## config.mk

```make
export PLATFORM = sky130hd
export DESIGN_NAME = refill_arbiter
export DESIGN_NICKNAME = d
export VERILOG_FILES = /design/src/rtl/cache_pkg.sv /design/src/rtl/rr_pick2.sv /design/src/rtl/refill_arbiter.sv
export SDC_FILE = /design/constraint.sdc
export NUM_CORES = 1
export LEC_CHECK = 0
export ABC_AREA = 1
export CAP_MARGIN = 10
export CORE_MARGIN = 2
export CORE_UTILIZATION = 31
export CTS_CLUSTER_SIZE = 28
export DETAILED_ROUTE_END_ITERATION = 12
export GPL_TIMING_DRIVEN = 0
export HOLD_SLACK_MARGIN = 0.03
export PLACE_DENSITY = 0.66
export SYNTH_ARGS = -nofsm -noshare
export SYNTH_HDL_FRONTEND = slang
export SYNTH_SLANG_ARGS = --single-unit
```

## constraint.sdc

```tcl
create_clock -name clk -period 3 [get_ports clk]
set_input_delay 0.75 -clock clk [delete_from_list [all_inputs] [get_ports clk]]
set_output_delay 0.75 -clock clk [all_outputs]
set_load 0.01 [all_outputs]
```

## src/rtl/cache_pkg.sv

```systemverilog
// cache_pkg: refill state encoding and default geometry shared by cache blocks.
package cache_pkg;
  typedef enum logic [1:0] {IDLE, READ, RELEASE, DONE} refill_state_t;
  localparam int ADDR_W_DEF = 15;
  localparam int DATA_W_DEF = 32;
  localparam int BLOCK_WORDS_DEF = 4;
endpackage

```

## src/rtl/rr_pick2.sv

```systemverilog
// rr_pick2: two-way round-robin pick; pick=1 selects requester 1.
module rr_pick2 (
  input  logic req0,
  input  logic req1,
  input  logic last,
  output logic pick,
  output logic any
);
  assign any  = req0 | req1;
  assign pick = req1 & (~req0 | ~last);
endmodule

```

## src/rtl/refill_arbiter.sv

```systemverilog
// refill_arbiter: round-robin owner of the main-memory port, refilling one
// cache block per grant with a four-phase dataRdy handshake per word.
module refill_arbiter
  import cache_pkg::*;
#(
  parameter int ADDR_W      = ADDR_W_DEF,
  parameter int DATA_W      = DATA_W_DEF,
  parameter int BLOCK_WORDS = BLOCK_WORDS_DEF
) (
  input  logic                           clk,
  input  logic                           rst,
  input  logic                           req0,
  input  logic                           req1,
  input  logic [ADDR_W-1:0]              addr0,
  input  logic [ADDR_W-1:0]              addr1,
  output logic                           gnt0,
  output logic                           gnt1,
  output logic [DATA_W-1:0]              wrData,
  output logic [$clog2(BLOCK_WORDS)-1:0] wrWord,
  output logic                           wrEn0,
  output logic                           wrEn1,
  output logic                           done0,
  output logic                           done1,
  output logic                           memRead,
  output logic [ADDR_W-1:0]              memAddr,
  input  logic [DATA_W-1:0]              memData,
  input  logic                           dataRdy
);
  localparam int LW = $clog2(BLOCK_WORDS);
  localparam int TW = ADDR_W - LW;
  refill_state_t r_state, w_next;
  logic r_owner, r_last, r_wen;
  logic [TW-1:0] r_tag;
  logic [LW-1:0] r_beat, r_wrWord;
  logic [DATA_W-1:0] r_wrData;
  logic w_pick, w_any, w_last_beat, w_busy, w_unused;
  logic [TW-1:0] w_tag;
  rr_pick2 u_pick (
    .req0 (req0),
    .req1 (req1),
    .last (r_last),
    .pick (w_pick),
    .any  (w_any)
  );
  // word-offset bits of the miss address are irrelevant to a block refill
  assign w_unused    = ^{addr0[LW-1:0], addr1[LW-1:0]};
  assign w_tag       = w_pick ? addr1[ADDR_W-1:LW] : addr0[ADDR_W-1:LW];
  assign w_last_beat = r_beat == LW'(BLOCK_WORDS - 1);
  always_comb begin
    w_next = (r_state == IDLE)    ? (w_any ? READ : IDLE) :
             (r_state == READ)    ? (dataRdy ? RELEASE : READ) :
             (r_state == RELEASE) ? (dataRdy ? RELEASE : (w_last_beat ? DONE : READ)) :
                                    IDLE;
  end
  always_ff @(posedge clk) begin
    if (!rst) begin
      r_state  <= IDLE;
      r_owner  <= 1'b0;
      r_last   <= 1'b1;
      r_wen    <= 1'b0;
      r_tag    <= '0;
      r_beat   <= '0;
      r_wrWord <= '0;
      r_wrData <= '0;
    end else begin
      r_state <= w_next;
      r_wen   <= (r_state == READ) && dataRdy;
      if (r_state == IDLE && w_any) begin
        r_owner <= w_pick;
        r_tag   <= w_tag;
        r_beat  <= '0;
      end
      if (r_state == READ && dataRdy) begin
        r_wrData <= memData;
        r_wrWord <= r_beat;
      end
      if (r_state == RELEASE && !dataRdy && !w_last_beat) r_beat <= r_beat + LW'(1);
      if (r_state == DONE) r_last <= r_owner;
    end
  end
  assign w_busy  = r_state != IDLE;
  assign gnt0    = w_busy & ~r_owner;
  assign gnt1    = w_busy & r_owner;
  assign wrEn0   = r_wen & ~r_owner;
  assign wrEn1   = r_wen & r_owner;
  assign done0   = (r_state == DONE) & ~r_owner;
  assign done1   = (r_state == DONE) & r_owner;
  assign memRead = r_state == READ;
  // beat is concatenated below the tag, so the address never leaves the block
  assign memAddr = memRead ? {r_tag, r_beat} : '0;
  assign wrData  = r_wrData;
  assign wrWord  = r_wrWord;
endmodule
```

==> results.yml <==
sta:
  setup_tns_ns: 0
  layout_min_cycle_time_ns: 2.76
  final_critical_path_setup_slack_ns: 0.243
  worst_clock_skew_ns: 0.00592
  finalSetupViolations: 0
  max_freq_ghz: 0.363
  timing_worst_slew_pin_value_ns: 0.581
  timing_max_transition_violations_final: 0
  grt_setup_unrepaired: "no"
  hold-worst-slack_ns: 0.498
  slew_headroom_pct: 61.3
  finalHoldViolations: 0
  min_period_over_period_pct: 91.9
global_route:
  grt_pass1_vias: 2387
  grt_max_degree: 16
  grt.total_usage_pct: 16.5
  initial_antenna_violation_count: 0
  global_route.overflow_total: 0
  grt_pass1_wl_um: 11100
drt:
  m1WireLength_um: 2970
  top_layer: "met4"
  routed_via_density: 4.37
  drtPass1Iterations: 4
  drt.antenna.violating_nets: 0
  drt_drc_violations_left: 0
  drt_iter0_drc: 73
  dr_total_vias: 2484
  wl_met2_um: 2990
  wire_length_on_met3_um: 649
  post_drt_wl_per_cell_um: 11.7
  drt_wl_total_um: 6660
worst_setup_path:
  largest_fanout_on_the_critical_path: 10
  cp_cell_sequence: "inv_2 -> nand2_4 -> buf_1 -> nor2_1 -> clkdlybuf4s50_1"
  setup.worst_path.class: "reg -> out"
  worst_path_max_delay_cell: "sky130_fd_sc_hd__clkdlybuf4s50_1"
  critical_path_arrival_ns: 2.01
  cp_slowest_stage_delay_ns: 0.51
  worstSetupStartpointType: "flop"
  cp.required_ns: 2.25
  rr_startpoint: "r_state[0]$_SDFF_PN0_"
  setup.reg_to_reg.worst_slack_ns: 1.67
  cp-end-kind: "primary output"
  regToRegEndpoint: "r_tag[8]$_SDFFE_PN0P_"
  ff2ff_path_depth: 7
flow_run:
  maxCapViolations: 0
power_and_ir_drop:
  totalPowerFinal_uw: 1630
  leakage_power_figure_uw: 0.00166
  p_per_area_nw_per_um2: 438
  max-vdd-ir-drop_v: 0.000242
clock_network:
  cts_root_buffer: "sky130_fd_sc_hd__clkbuf_8"
  clock_sink_count: 54
  cts.hold.buffers_added: 0
  insertion_delay_to_the_later_sink_of_the_worst_skew_pair_ns: 0.31
  htreeDepth: 2
  post_cts_resize_count: 0
  number_of_buffers_inserted_during_clock_tree_synthesis: 5
  tritoncts: "built"
  cts_max_path_buffers: 2
  cts.clk_slew.worst_paths_ns: 0.09
  post_cts.repair.setup_buffers: 0
place:
  post-dp-hpwl_um: 5010
  buffer_ports.inserted: 118
  pre_cts_worst_setup_slack_ns: 0.531
  gpl.final_weighted_congestion: 0.779
hold_path:
  hold_path.startpoint: "wrWord[0]$_SDFFE_PN0P_"
  class_of_the_worst_hold_path: "reg -> reg"
  worst_hold_path.num_cells: 2
  hold_path_end: "wrWord[0]$_SDFFE_PN0P_"
yosys:
  post_synth_inst_count: 344
  synth.net_count: 412
  postSynthAreaPerCell_sq_um: 6.75
  seq_area_frac_synth_pct: 46.6
  yosys_register_bits: 54
  post_synth_instance_area_sq_um: 2320
  yosysUniqueCellTypes: 20
  synth-warning-count: 0
final_layout:
  drive_gt1_share_pct: 5.11
  nNetsFinal: 537
  antennaDiodeCount: 0
  post-route-util_pct: 51.3
  syn_to_final_growth_pct: 60.1
  nFillCells: 761
floorplanning:
  die-width_um: 90.6
  dieHeight_um: 90.6
  core_area_sq_um: 7250
  initial_utilization_pct: 32.0
  floorplan.die_area_sq_um: 8200
  ios: 123
  rows: 31
run_status:
  outcome: "complete, no violations"
==> power by group <==
group / total (uW) / leakage, uW / switching (uW) / internal [uW]
clock network: 416 / 0.0000482 / 229 / 187
registers: 808 / 0.000444 / 31.6 / 776
logic: 404 / 0.00117 / 189 / 216
==> routing by layer <==
layer | vias up | global-route usage (%)
li1 | 1298 | -
met1 | 1086 | 19.6
met2 | 95 | 27.1
met3 | 5 | 7.60
met4 | 0 | 3.85
met5 | - | 0
==> flip-flops by register name, summed over array words and instances (netlist names) <==
name and flops:
r_tag 13, r_last 1, r_state 2, r_beat 2, wrData 32, r_wen 1
wrWord 2, r_owner 1
==> how the worst max path moves through the flow <==
stage                          start    endpoint  slack, ns  depth (start not counted)
2_1_floorplan  r_state[0]$_SDFF_PN0_  memAddr[0]       1.31                          3
3_3_place_gp   r_state[1]$_SDFF_PP0_  memAddr[0]       0.54                          5
3_5_place_dp   r_state[1]$_SDFF_PP0_  memAddr[5]       0.53                          5
4_1_cts        r_state[1]$_SDFF_PP0_  memAddr[5]       0.18                          5
5_1_grt        r_state[1]$_SDFF_PP0_     memRead       0.12                          5
6_report       r_state[1]$_SDFF_PP0_  memAddr[6]       0.24                          5
==> cell type report <==
type / instances / area (sq um) / share of cell area (%)
clock buffers: 7 / 86.3 / 2.32
flip-flops and latches: 54 / 1080 / 29.1
repair buffers: 118 / 1180 / 31.8
multi-input cells: 233 / 993 / 26.7
inverters: 41 / 154 / 4.14
well taps: 99 / 124 / 3.33
plain buffers: 16 / 93.8 / 2.52
clock inverters: 1 / 5.00 / 0.135
==> cell usage after synthesis <==
cell	count	area share [%]
sky130_fd_sc_hd__nand2_1	37	6.0
sky130_fd_sc_hd__clkbuf_1	5	0.81
sky130_fd_sc_hd__dfxtp_1	54	47
sky130_fd_sc_hd__o21ai_1	6	1.3
sky130_fd_sc_hd__inv_1	38	6.1
sky130_fd_sc_hd__o21ai_0	44	9.5
sky130_fd_sc_hd__buf_1	1	0.16
sky130_fd_sc_hd__inv_2	3	0.48
sky130_fd_sc_hd__buf_2	5	1.1
sky130_fd_sc_hd__nor2_4	1	0.48
sky130_fd_sc_hd__clkbuf_2	1	0.22
sky130_fd_sc_hd__nand2_4	1	0.48
sky130_fd_sc_hd__nor2_1	130	21
sky130_fd_sc_hd__a21oi_1	6	1.3
sky130_fd_sc_hd__nor2_8	1	0.86
sky130_fd_sc_hd__ha_1	1	0.54
sky130_fd_sc_hd__nand3_1	5	1.1
sky130_fd_sc_hd__nand2_2	1	0.27
sky130_fd_sc_hd__buf_6	3	1.5
sky130_fd_sc_hd__buf_4	1	0.32
==> logic make-up after synthesis <==
group	after synthesis	share of synthesized area [%]
flops	54	46.6
buf+inv	57	10.7
compound gates	56	12.1
simple gates	176	30.2
fa+ha+maj	1	0.539
==> cells in the final DEF (no fill, tap or decap), types with 3 or more instances in the layout <==
cell type,Yosys,routed
sky130_fd_sc_hd__a21oi_1,6,6
sky130_fd_sc_hd__buf_2,5,5
sky130_fd_sc_hd__buf_6,3,3
sky130_fd_sc_hd__clkbuf_1,5,6
sky130_fd_sc_hd__clkbuf_8,0,6
sky130_fd_sc_hd__clkdlybuf4s50_1,0,118
sky130_fd_sc_hd__dfxtp_1,54,54
sky130_fd_sc_hd__inv_1,38,38
sky130_fd_sc_hd__inv_2,3,3
sky130_fd_sc_hd__nand2_1,37,37
sky130_fd_sc_hd__nand3_1,5,5
sky130_fd_sc_hd__nor2_1,130,130
sky130_fd_sc_hd__o21ai_0,44,44
sky130_fd_sc_hd__o21ai_1,6,6
==> stage by stage <==
stage	instance area, sq um	cells
after global placement	3630	561
after global routing	3720	569
after detailed placement	3630	561
after floorplan	2320	344
final	3720	569
after CTS	3720	569
==> worst max-delay path: cells and delay by family (launching register included) <==
kind	cells	cell delay, ns
and+or+nand+nor	2	0.23
DFF	1	0.40
buffers and inverters	3	1.07
Power figures use the tool's default switching activity.
